### config.mk
export PLATFORM = sky130hd
export DESIGN_NAME = ifu_snap_fifo
export DESIGN_NICKNAME = d
export VERILOG_FILES = /design/src/rtl/ifu_snap_fifo.sv
export SDC_FILE = /design/constraint.sdc
export NUM_CORES = 1
export LEC_CHECK = 0
export CAP_MARGIN = 5
export CORE_MARGIN = 2
export CORE_UTILIZATION = 30
export DETAILED_ROUTE_END_ITERATION = 10
export SLEW_MARGIN = 25
export SYNTH_ARGS = -nofsm -noshare
export SYNTH_HDL_FRONTEND = slang
export SYNTH_SLANG_ARGS = --single-unit
### constraint.sdc
create_clock -name clk -period 5.9 [get_ports clk]
set_clock_uncertainty 0.2 [all_clocks]
set_input_delay 0.885 -clock clk [delete_from_list [all_inputs] [get_ports clk]]
set_output_delay 0.885 -clock clk [all_outputs]
set_load 0.1 [all_outputs]
### src/rtl/ifu_snap_fifo.sv
// ifu_snap_fifo: small synchronous FIFO holding IFU state snapshots.
// Registered head output (no flow-through from snap_data), sticky overflow
// flag, synchronous flush and an asynchronous active-low reset of the
// control state only. Payload storage is never cleared.
// Optional build macro: E203_IFU_SNAP_PARITY_EN adds one even-parity bit per
// entry, with snap_perr_inj as an error-injection hook. The port list is the
// same in both builds.
module ifu_snap_fifo #(
    parameter  int DW = 104,
    parameter  int DP = 4,
    localparam int AW = (DP > 1) ? $clog2(DP) : 1,
    localparam int CW = $clog2(DP) + 1
) (
    input  logic          clk,
    input  logic          rst_n,
    input  logic          snap_valid,
    output logic          snap_ready,
    input  logic [DW-1:0] snap_data,
    input  logic          snap_perr_inj,
    output logic          out_valid,
    input  logic          out_ready,
    output logic [DW-1:0] out_data,
    output logic          out_perr,
    input  logic          flush,
    output logic [CW-1:0] count,
    output logic          ovf_err
);

    localparam logic [CW-1:0] FULL_CNT = CW'(DP);

    logic [AW-1:0] wr_ptr_q, wr_ptr_d;
    logic [AW-1:0] rd_ptr_q, rd_ptr_d;
    logic [CW-1:0] cnt_q, cnt_d;
    logic          ovf_q, ovf_d;
    logic [DW-1:0] mem_q [DP];

    logic push;
    logic pop;
    logic wr_en;

    // Handshakes come straight off the occupancy register; a full FIFO never
    // accepts even if the head is being popped in the same cycle.
    assign snap_ready = (cnt_q != FULL_CNT);
    assign out_valid  = (cnt_q != '0);
    assign push       = snap_valid & snap_ready;
    assign pop        = out_valid & out_ready;
    // Flush wins over a same-cycle push, so the entry is not written either.
    assign wr_en      = push & ~flush;

    assign count    = cnt_q;
    assign ovf_err  = ovf_q;
    assign out_data = mem_q[rd_ptr_q];

    // Next-state for pointers, occupancy and the sticky overflow flag.
    always_comb begin
        wr_ptr_d = wr_ptr_q;
        rd_ptr_d = rd_ptr_q;
        cnt_d    = cnt_q;
        ovf_d    = ovf_q;
        if (flush) begin
            wr_ptr_d = '0;
            rd_ptr_d = '0;
            cnt_d    = '0;
            ovf_d    = 1'b0;
        end else begin
            // DP is a power of two, so the pointers wrap naturally.
            if (push) wr_ptr_d = wr_ptr_q + AW'(1);
            if (pop)  rd_ptr_d = rd_ptr_q + AW'(1);
            unique case ({push, pop})
                2'b10:   cnt_d = cnt_q + CW'(1);
                2'b01:   cnt_d = cnt_q - CW'(1);
                default: cnt_d = cnt_q;
            endcase
            if (snap_valid && !snap_ready) ovf_d = 1'b1;
        end
    end

    // Control state register with asynchronous clear.
    always_ff @(posedge clk or negedge rst_n) begin
        if (!rst_n) begin
            wr_ptr_q <= '0;
            rd_ptr_q <= '0;
            cnt_q    <= '0;
            ovf_q    <= 1'b0;
        end else begin
            wr_ptr_q <= wr_ptr_d;
            rd_ptr_q <= rd_ptr_d;
            cnt_q    <= cnt_d;
            ovf_q    <= ovf_d;
        end
    end

    // Payload storage: written on accepted push only, never reset.
    always_ff @(posedge clk) begin
        if (wr_en) mem_q[wr_ptr_q] <= snap_data;
    end

`ifdef E203_IFU_SNAP_PARITY_EN
    logic [DP-1:0] par_q;

    // Even parity over the payload; the inject hook flips the stored bit.
    always_ff @(posedge clk) begin
        if (wr_en) par_q[wr_ptr_q] <= (^snap_data) ^ snap_perr_inj;
    end

    assign out_perr = out_valid & (par_q[rd_ptr_q] != (^out_data));
`else
    logic unused_perr_inj;

    assign unused_perr_inj = snap_perr_inj;
    assign out_perr        = 1'b0;
`endif

endmodule

==> results.md <==
* Compound-Gate Fraction of Synth Area at 0.00538
* Via count at 7216
* Logic pwr share at 0.268
* VDD IR-drop max at 0.000264 V
* PortBufs at 218
* Mux share of post-synthesis cell area at 0.150
* Register bit total from synthesis at 424
* Req. time, crit path at 4.82 ns
* Post-Layout Cell Count at 1581
* EDFF count, synth at 416
* Ys async rst share at 0.0189
* CP max stage delay at 0.99 ns
* Area delta synth->final at 30.1%
* Sw frac at 0.326
* Net load switching power at 2.97 mW
* Sequential share of power at 0.388
* Yosys warning count at 0
* CP Max Fanout at 45
* Tcrit/Tclk final at 0.772
* Clk Latency, worst-skew pair at 0.55 ns
* Nets@finish at 979
* Final Max Slew Viols at 0
* Status: completed
* GR Overflow Total at 0
* # H-tree levels at 2
* Cell variety after synth at 32
* Post-DP HPWL at 18400 µm
* Post-CTS Hold Buffers at 0
* Die area at 53800 µm²
* Tmin final at 4.55 ns
* Startpoint Class: flip-flop
* Cell Chain, Critical Path: buf_12 > mux4_2 > clkdlybuf4s50_1
* Clk buf depth at 3
* Synthesized Nets at 730
* Critical path's slowest cell: clkdlybuf4s50_1
* Syn Std Cell Area at 15600 µm²
* Placed insts at 1496
* Largest family of logic cells by synthesized area: multiplexers
* RePlAce Congestion at 0.687
* Pint at 6.15 mW
* Worst Path Arrival at 3.47 ns
* Initial Util at 0.303
* Global-route wire length before repair at 47500 µm
* PD cells at 450 nW/µm²
* CP Launch Point: rd_ptr_q[0]
* LEAKAGE at 6.34 nW
* Min-delay src: ovf_err
* Setup Crit Path Kind: flip-flop to primary output
* Row count at 83
* Final total power at 9.12 mW
* Peak Freq at 220 MHz
* Post-synthesis adder-cell area fraction at 0.00449
* Final setup TNS at 0 ns
* Avg WL per Cell at 20.2 µm
* Total CTS buffers at 46
* Critical Path End Type: primary output
* Area after DPL at 18600 µm²
* Main flop type after synthesis: edfxtp_1
* Ports at 221
* Layout cells sized above 1 at 0.214
* Min-delay worst type: flip-flop to flip-flop
* Clock Sinks at 424
* Fin Hold WS at 0.311 ns
* Worst slew pin tran at 1.07 ns
* Routed wire length at 31900 µm
* RSZ-0062 raised after global routing: false
* Final Hold Viols at 0
* Clock network power share at 0.345
* # diodes at 0
* CTS root buf: clkbuf_16
* Slew headroom at 0.284
* Vias in the first global route at 7616
* Core ar. at 51400 µm²
* Post_cts resized at 0
* Post-route cell area at 20300 µm²
* Drt pass-1 iters at 6
* Pin count of the biggest net entering global routing at 73
* Final ANT Viol Nets at 0
* Total Routing Usage GR at 0.119
* Syn_area_per_cell at 25.4 µm²
* Initial antenna violation count at 2
* Clock-pin slew on the worst setup and hold paths at 0.06 ns
* Die height at 232 µm
* Final setup viols at 0
* Die span in x at 232 µm
* Post-synthesis simple-gate area fraction at 0.0102
* Post-synthesis cell count at 615
* CTS tree: yes
* Post-CTS setup repair buffer count at 0
* Vias per Instance at 4.56
* Max Cap Viol at 0
* Final routed DRC violation total at 0
* Synth Area in XOR/XNOR at 0.00225
* Sequential fraction of the synthesis area at 0.814
* Initial DRC Count at 383
* Launch point of the worst reg-to-reg path: count[0]
[sequential cells by signal (all words and copies together) (netlist names)]
signal and cells:
wr_ptr_q 2, mem_q 416, count 3, rd_ptr_q 2
ovf_err 1
[per-stage QoR]
| stage | worst slack [ns] | util |
|---|---|---|
| detailed placement | 1.79 | 0.362 |
| global route | 1.10 | 0.395 |
| finish | 1.35 | 0.395 |
| global placement | 1.80 | 0.362 |
| floorplan | 0.937 | - |
| CTS | 1.17 | 0.395 |
[path summary, 6_finish.rpt]
path                                end  slack (ns)  cells after the start
setup / recovery           out_data[77]        1.35                      3
hold / removal                  ovf_err        0.31                      2
setup reg to reg           mem_q[3][31]        3.01                      4
hold reg to reg                 ovf_err        0.31                      2
max in group asynchronous   rd_ptr_q[0]        4.77                      1
min in group asynchronous       ovf_err        0.42                      1
[metal layers]
| metal | track usage | vias to the layer above | part of all wire |
|---|---|---|---|
| li1 | - | 3147 | - |
| met1 | 0.155 | 3823 | 0.43 |
| met2 | 0.190 | 189 | 0.48 |
| met3 | 0.0378 | 53 | 0.066 |
| met4 | 0.0355 | 4 | 0.022 |
| met5 | 0 | - | 0.0011 |
[critical path: cells and delay by family, from the launching register on]
kind	cells	cell delay (ns)
muxes	1	0.57
DFF	1	0.84
buffers and inverters	2	1.40
[cells in the final DEF, fill, tap and decap left out, types with 2 or more instances in the layout]
cell type          n
buf_12             5
inv_1              4
inv_6              2
clkbuf_1           9
dfrtp_4            2
clkbuf_8           2
edfxtp_1         416
a31oi_1            2
nand2_1            3
nand2b_1           2
mux4_2           104
clkdlybuf4s50_1  217
clkbuf_16         49
dfrtp_1            6
o21ai_0            2
clkinv_2           3
ha_1               4
nor2_1             7
and2_4             4
bufinv_16         11
or3_1              2
a21oi_1            6
clkinv_1           8
nor2b_1            2
xor2_1             3
nand3_1            4
buf_4              8
[cells in the mapped netlist (2+ instances only)]
master | count | share of area
or3_1 | 2 | 0.00080
and2_1 | 5 | 0.0020
clkbuf_1 | 5 | 0.0012
xor2_1 | 3 | 0.0017
buf_6 | 5 | 0.0036
ha_1 | 4 | 0.0032
nand2_1 | 3 | 0.00072
inv_1 | 4 | 0.00096
nor2_1 | 7 | 0.0017
nand3_1 | 4 | 0.0013
dfrtp_1 | 8 | 0.013
nor2b_1 | 2 | 0.00080
mux4_2 | 104 | 0.15
a21oi_1 | 6 | 0.0019
buf_4 | 2 | 0.00096
edfxtp_1 | 416 | 0.80
buf_2 | 17 | 0.0055
nand2b_1 | 2 | 0.00080
a31oi_1 | 2 | 0.00080
o21ai_0 | 2 | 0.00064
[logic make-up after synthesis]
| group | count (synthesis) |
|---|---|
| DFF | 424 |
| and+or+nand+nor | 29 |
| other | 1 |
| AOI/OAI and AO/OA | 14 |
| adders and majority gates | 5 |
| xor gates and xnor gates | 4 |
| buffers and inverters | 34 |
| muxes | 104 |
[power by group through the flow]
stage | Sequential [mW] | Combinational, mW | Clock (mW)
after detailed placement | 3.61 | 2.48 | 0
after floorplan | 3.58 | 1.91 | 0
final | 3.54 | 2.44 | 3.15
after global placement | 3.60 | 2.47 | 0
after global routing | 3.55 | 2.53 | 3.35
after CTS | 3.54 | 2.48 | 3.23
[final cells by class]
type	count	area [µm²]
clock buffers	60	1290
clock inverters	25	402
fillers	4616	31100
inverters	4	15.0
multi-input cells	157	2700
flip-flops and latches	424	12700
well taps	680	851
repair buffers	231	2340
Power figures use the tool's default switching activity.
